## config.mk

```make
export PLATFORM = sky130hd
export DESIGN_NAME = mt_err_file
export DESIGN_NICKNAME = d
export VERILOG_FILES = /design/src/rtl/mt_err_pkg.sv /design/src/rtl/mt_err_unit.sv /design/src/rtl/mt_err_file.sv
export SDC_FILE = /design/constraint.sdc
export NUM_CORES = 1
export LEC_CHECK = 0
export BUFFER_PORTS_ARGS = -buffer_cell sky130_fd_sc_hd__clkbuf_2
export CORE_UTILIZATION = 60
export DETAILED_ROUTE_END_ITERATION = 8
export GPL_TIMING_DRIVEN = 0
export PLACE_DENSITY = 0.82
export SKIP_LAST_GASP = 1
export SLEW_MARGIN = 0
export SYNTH_ARGS = -nofsm -noshare
export SYNTH_HDL_FRONTEND = slang
export SYNTH_SLANG_ARGS = --single-unit
```

## constraint.sdc

```tcl
create_clock -name clk -period 3.2 [get_ports clk]
set_input_delay 0.48 -clock clk [delete_from_list [all_inputs] [get_ports clk]]
set_output_delay 0.48 -clock clk [all_outputs]
set_load 0.02 [all_outputs]
```

## src/rtl/mt_err_pkg.sv

```systemverilog
// Shared constants for the MT error-register file: error bit positions and the
// mask of bits the drive/formatter logic actually implements.
package mt_err_pkg;

  localparam int unsigned MT_ERR_ILF    = 0;
  localparam int unsigned MT_ERR_ILR    = 1;
  localparam int unsigned MT_ERR_RMR    = 2;
  localparam int unsigned MT_ERR_PAR    = 3;
  localparam int unsigned MT_ERR_FMTE   = 4;
  localparam int unsigned MT_ERR_DPAR   = 5;
  localparam int unsigned MT_ERR_INCVPE = 6;
  localparam int unsigned MT_ERR_PEFLRC = 7;
  localparam int unsigned MT_ERR_NSG    = 8;
  localparam int unsigned MT_ERR_FCE    = 9;
  localparam int unsigned MT_ERR_CSIMT  = 10;
  localparam int unsigned MT_ERR_NEF    = 11;
  localparam int unsigned MT_ERR_DTE    = 12;
  localparam int unsigned MT_ERR_OPI    = 13;
  localparam int unsigned MT_ERR_UNS    = 14;
  localparam int unsigned MT_ERR_CORCRC = 15;

  localparam logic [15:0] MT_ERR_IMPL_MASK = 16'h7A3F;

  // Unit index width; never narrower than one bit so single-unit builds still have a port.
  function automatic int unsigned mt_err_unit_w(int unsigned num_units);
    return (num_units > 1) ? $clog2(num_units) : 1;
  endfunction

endpackage

```

## src/rtl/mt_err_unit.sv

```systemverilog
// State for one drive unit: sticky error register, first-error capture,
// saturating set-event counter and zero-to-nonzero attention pulse.
module mt_err_unit
  import mt_err_pkg::*;
#(
  parameter int unsigned          WIDTH     = 16,
  parameter int unsigned          CNT_W     = 8,
  parameter logic [WIDTH-1:0]     IMPL_MASK = WIDTH'(MT_ERR_IMPL_MASK)
) (
  input  logic             clk_i,
  input  logic             rst_i,
  input  logic             set_hit_i,
  input  logic [WIDTH-1:0] set_mask_i,
  input  logic [WIDTH-1:0] clr_mask_i,
  input  logic             dclr_hit_i,
  output logic [WIDTH-1:0] er_o,
  output logic [WIDTH-1:0] first_o,
  output logic [CNT_W-1:0] cnt_o,
  output logic             atten_o
);

  logic [WIDTH-1:0] er_q, er_d;
  logic [WIDTH-1:0] first_q, first_d;
  logic [CNT_W-1:0] cnt_q, cnt_d;
  logic             atten_q, atten_d;

  always_comb begin
    // Set is applied after clear so a new error is never lost to a same-cycle clear.
    er_d = ((er_q & ~clr_mask_i) | (set_hit_i ? set_mask_i : '0)) & IMPL_MASK;

    first_d = first_q;
    if ((er_q == '0) && set_hit_i) begin
      first_d = set_mask_i;
    end else if (er_d == '0) begin
      first_d = '0;
    end

    cnt_d = cnt_q;
    if (dclr_hit_i) begin
      cnt_d = set_hit_i ? CNT_W'(1) : '0;
    end else if (set_hit_i && (cnt_q != '1)) begin
      cnt_d = cnt_q + CNT_W'(1);
    end

    atten_d = (er_q == '0) && (er_d != '0);
  end

  always_ff @(posedge clk_i) begin
    if (rst_i) begin
      er_q    <= '0;
      first_q <= '0;
      cnt_q   <= '0;
      atten_q <= 1'b0;
    end else begin
      er_q    <= er_d;
      first_q <= first_d;
      cnt_q   <= cnt_d;
      atten_q <= atten_d;
    end
  end

  assign er_o    = er_q;
  assign first_o = first_q;
  assign cnt_o   = cnt_q;
  assign atten_o = atten_q;

endmodule

```

## src/rtl/mt_err_file.sv

```systemverilog
// Per-drive MT error-register file: decodes set/drive-clear/W1C traffic to each
// unit and presents a registered read port for the register-bus decoder.
module mt_err_file
  import mt_err_pkg::*;
#(
  parameter int unsigned      WIDTH     = 16,
  parameter int unsigned      NUM_UNITS = 8,
  parameter logic [WIDTH-1:0] IMPL_MASK = WIDTH'(MT_ERR_IMPL_MASK),
  parameter int unsigned      CNT_W     = 8,
  localparam int unsigned     UW        = mt_err_unit_w(NUM_UNITS)
) (
  input  logic                 clk,
  input  logic                 rst,
  input  logic                 init,
  input  logic                 set_valid,
  input  logic [UW-1:0]        set_unit,
  input  logic [WIDTH-1:0]     set_bits,
  input  logic                 dclr_valid,
  input  logic [UW-1:0]        dclr_unit,
  input  logic                 wr_valid,
  input  logic [UW-1:0]        wr_unit,
  input  logic [WIDTH-1:0]     wr_data,
  input  logic [UW-1:0]        rd_unit,
  output logic [WIDTH-1:0]     rd_data,
  output logic [WIDTH-1:0]     rd_first,
  output logic [CNT_W-1:0]     rd_count,
  output logic [NUM_UNITS-1:0] err_any,
  output logic [NUM_UNITS-1:0] atten
);

  logic             clr_all;
  logic [WIDTH-1:0] set_mask;
  logic             set_any;

  logic [WIDTH-1:0] er    [NUM_UNITS];
  logic [WIDTH-1:0] first [NUM_UNITS];
  logic [CNT_W-1:0] cnt   [NUM_UNITS];

  assign clr_all  = rst | init;
  assign set_mask = set_bits & IMPL_MASK;
  // A set touching only unimplemented bits is a non-event.
  assign set_any  = set_valid && (set_mask != '0);

  for (genvar u = 0; u < NUM_UNITS; u++) begin : g_unit
    logic             set_hit;
    logic             dclr_hit;
    logic             wr_hit;
    logic [WIDTH-1:0] clr_mask;

    assign set_hit  = set_any && (set_unit == UW'(u));
    assign dclr_hit = dclr_valid && (dclr_unit == UW'(u));
    assign wr_hit   = wr_valid && (wr_unit == UW'(u));
    assign clr_mask = (dclr_hit ? '1 : '0) | (wr_hit ? wr_data : '0);

    mt_err_unit #(
      .WIDTH     (WIDTH),
      .CNT_W     (CNT_W),
      .IMPL_MASK (IMPL_MASK)
    ) u_unit (
      .clk_i      (clk),
      .rst_i      (clr_all),
      .set_hit_i  (set_hit),
      .set_mask_i (set_mask),
      .clr_mask_i (clr_mask),
      .dclr_hit_i (dclr_hit),
      .er_o       (er[u]),
      .first_o    (first[u]),
      .cnt_o      (cnt[u]),
      .atten_o    (atten[u])
    );

    assign err_any[u] = |er[u];
  end

  logic [WIDTH-1:0] rd_data_q, rd_data_d;
  logic [WIDTH-1:0] rd_first_q, rd_first_d;
  logic [CNT_W-1:0] rd_count_q, rd_count_d;

  // Indices with no matching unit fall through to zero.
  always_comb begin
    rd_data_d  = '0;
    rd_first_d = '0;
    rd_count_d = '0;
    for (int u = 0; u < NUM_UNITS; u++) begin
      if (rd_unit == UW'(u)) begin
        rd_data_d  = er[u];
        rd_first_d = first[u];
        rd_count_d = cnt[u];
      end
    end
  end

  always_ff @(posedge clk) begin
    if (clr_all) begin
      rd_data_q  <= '0;
      rd_first_q <= '0;
      rd_count_q <= '0;
    end else begin
      rd_data_q  <= rd_data_d;
      rd_first_q <= rd_first_d;
      rd_count_q <= rd_count_d;
    end
  end

  assign rd_data  = rd_data_q;
  assign rd_first = rd_first_q;
  assign rd_count = rd_count_q;

endmodule
```

==> run metrics <==
status finished, final reports clean; M1 WL 21.2 mm; Mapped Cells 1,638; setup_tns 0 ns; arrival time worst endpoint 3.35 ns; Tmin final 2.87 ns; Worst setup startpoint set_bits[4]; Worst-Margin Slew 1.28 ns; Slew Limit Headroom 14.0%; cell mode on critical path buf_2; P&R area growth vs syn 12.7%; worst r2r src g_unit[5].u_unit.cnt_o[0]; Clock Sinks 278; initial antenna violation count 2; dpl cells 2,041; post-synthesis sequential area ratio 39.6%; Highest Signal Layer met4; Max-Cap Viols 0; dpl ws -0.0827 ns; Die ar. 24,100 um2; Reg clk slew, reported paths 0.06 ns; Clock Tree Buf Depth 3; fin worst setup slack 0.329 ns; DR iter-0 viols 2,403; Gates resized, CTS repair 0; CTS Buf Count 29; CTS root buffer clkbuf_16; Worst R2R End g_unit[5].u_unit.cnt_o[7]; Post-Layout Cell Count 2,095; antenna-violating nets left 0; ys async rst share 0%; #FFs+latches synth 278; grt ovf 0; Die Y 155 um; port bufs 81; Finished Core Util 69.4%; crit path to g_unit[5].u_unit.first_o[14]; Tot GR Track Use 45.8%; Top delay family on crit path compound AO/OA/AOI/OAI gates; R2R cell count 7; worst path bufs/invs 3; clk_skew 0.0125 ns; Slew Limit Fails 0; Post-DP HPWL 40.1 mm; fmax 348 MHz; vias per cell 6.96; hold buffer count at CTS 0; Core ar. 22,800 um2; WS Path Type primary input to flop; Ports 106; critical path capture point type flop; 1st-pass router iterations 7; Worst path depth 8; Post-synth EDFFs 0; DRC 0; average routed wire per standard cell 26.5 um; CTS tree done; Mean Syn Cell Area 8.59 um2; Slowest-stage cell, CP or4_4; routed wl met3 8.00 mm; Clock Latency Late Sink 0.56 ns; crit path cell chain clkbuf_2 > or4_4 > o41ai_1 > buf_2 > nor3_1 > a2111oi_1 > buf_2 > o2bb2ai_1; drt total wl 55.5 mm; RSZ-0062 raised after global routing no; die width 155 um; Synth Flop Type dfxtp_1; first-pass GRT wire length 82.1 mm; R2R Setup Slk 0.75 ns; met2 WL 22.9 mm; Rows 55; layout cell share with drive strength beyond 1 11.9%; min-delay worst type primary input to flop; count of final setup violators 0; Crit path required time 3.68 ns; VDD IR max 0.000460 V; leak pwr 5.87 nW; gpl congestion 1.01; Synthesis Warnings 0; Cell Pwr Density 490 nW/um2; Final Cycle Share 89.7%; largest net degree at the start of global routing 14; post-synthesis cell type count 66; Worst path max stage delay 0.61 ns; Cell Area, Synth 14,100 um2; Worst Setup Start Kind primary input; vias in the first global route 13.5k; DR vias 14.6k; final net count 1,817; Post-CTS Setup Inserts 0; Crit Path Max Fanout 10; Final Hold Viols 0; initial core utilization 61.6%; H-tree depth 1
[final cells by class]
type	instances	area, um2
plain buffers	159	698
multi-input cells	1185	7740
flip-flops and latches	278	5570
well taps	313	392
inverters	25	93.8
repair buffers	81	405
diodes	2	5.00
clock inverters	13	145
clock buffers	39	803
fillers	1931	6990
[cell usage after synthesis, types with 8 or more instances]
library cell	count	area, um2
a211oi_1	33	248
a21boi_0	76	571
a21oi_1	97	485
a22o_1	23	201
a22oi_1	80	601
a32oi_1	21	184
and3_1	86	538
buf_1	8	30.0
buf_2	9	45.0
buf_4	18	135
clkbuf_1	121	454
dfxtp_1	278	5570
ha_1	8	100
inv_1	25	93.8
mux2_2	19	214
mux2i_1	21	210
mux4_2	22	495
nand2_1	79	297
nand3_1	27	135
nand4_1	33	206
nor2_1	218	818
nor3_1	35	175
nor4_1	36	225
o21ai_0	46	230
o22ai_1	26	163
o2bb2ai_1	55	482
or3_1	8	50.1
xnor2_1	10	87.6
xor2_1	36	315
[worst min path at each step]
| stage | from | end | slack (ns) | cells past startpoint |
|---|---|---|---|---|
| 6_report | set_bits[9] | g_unit[2].u_unit.first_o[9] | 0.31 | 3 |
| 2_1_floorplan | g_unit[3].u_unit.first_o[0] | g_unit[3].u_unit.first_o[0] | 0.44 | 1 |
| 3_5_place_dp | g_unit[3].u_unit.first_o[4] | g_unit[3].u_unit.first_o[4] | 0.46 | 1 |
| 4_1_cts | set_bits[2] | g_unit[7].u_unit.first_o[2] | 0.30 | 3 |
| 5_1_grt | set_bits[2] | g_unit[7].u_unit.first_o[2] | 0.33 | 3 |
| 3_3_place_gp | g_unit[3].u_unit.first_o[4] | g_unit[3].u_unit.first_o[4] | 0.45 | 1 |
[layer usage]
metal  vias to the layer above  GRT usage, %
met1                      6831          62.3
met5                         -             0
li1                       6326             -
met3                       247          11.1
met4                         0          24.6
met2                      1176          66.9
[stage by stage]
stage / instance area (um2) / power [mW] / hold WS [ns]
after floorplan: 14100 / 4.05 / 0.437
after detailed placement: 14900 / 4.36 / 0.455
after global routing: 15900 / 7.90 / 0.328
after global placement: 14900 / 4.35 / 0.452
after CTS: 15800 / 7.70 / 0.299
final: 15900 / 7.77 / 0.315
[flip-flops by register name, indices dropped and copies added, names as in the netlist]
register / count
g_unit.u_unit.atten_o: 8
rd_first: 11
g_unit.u_unit.cnt_o: 64
g_unit.u_unit.first_o: 88
rd_count: 8
g_unit.u_unit.er_o: 88
rd_data: 11
[cells by family after synthesis]
| family | after synthesis | synth area share (%) |
|---|---|---|
| multiplexers | 62 | 6.54 |
| XOR/XNOR | 46 | 2.86 |
| AO/OA/AOI/OAI | 493 | 24.7 |
| buffers and inverters | 184 | 5.63 |
| other | 1 | 0.0267 |
| flip-flops | 278 | 39.6 |
| AND/OR/NAND/NOR | 566 | 19.9 |
| adder cells (fa/ha/maj) | 8 | 0.712 |
[worst register-to-register path: cells and delay by family (launching register included)]
kind	cells	cell delay, ns
flip-flops	1	0.40
adder cells (fa/ha/maj)	1	0.29
AO/OA/AOI/OAI	1	0.14
AND/OR/NAND/NOR	5	1.56
[cells in the final DEF, fill, tap and decap left out, types with 7 or more instances in the layout]
cell       count
a211oi_1      33
a21boi_0      76
a21oi_1       97
a22o_1        23
a22oi_1       80
a32oi_1       21
and3_1        86
buf_1          8
buf_2          9
buf_4         18
clkbuf_1     127
clkbuf_16     29
clkbuf_2      81
clkinv_2       8
conb_1        10
dfxtp_1      278
ha_1           8
inv_1         25
mux2_2        19
mux2i_1       21
mux4_2        22
nand2_1       79
nand3_1       27
nand4_1       33
nor2_1       218
nor3_1        35
nor4_1        36
o21ai_0       46
o22ai_1       26
o2bb2ai_1     55
or2_2          7
or3_1          8
xnor2_1       10
xor2_1        36
[power by group]
part	leakage [nW]	switching [mW]	internal, mW
sequential	2.24	0.0224	3.49
combinational	3.16	0.602	0.215
clock	0.467	1.44	1.99
(Power assumes the default switching activity.)
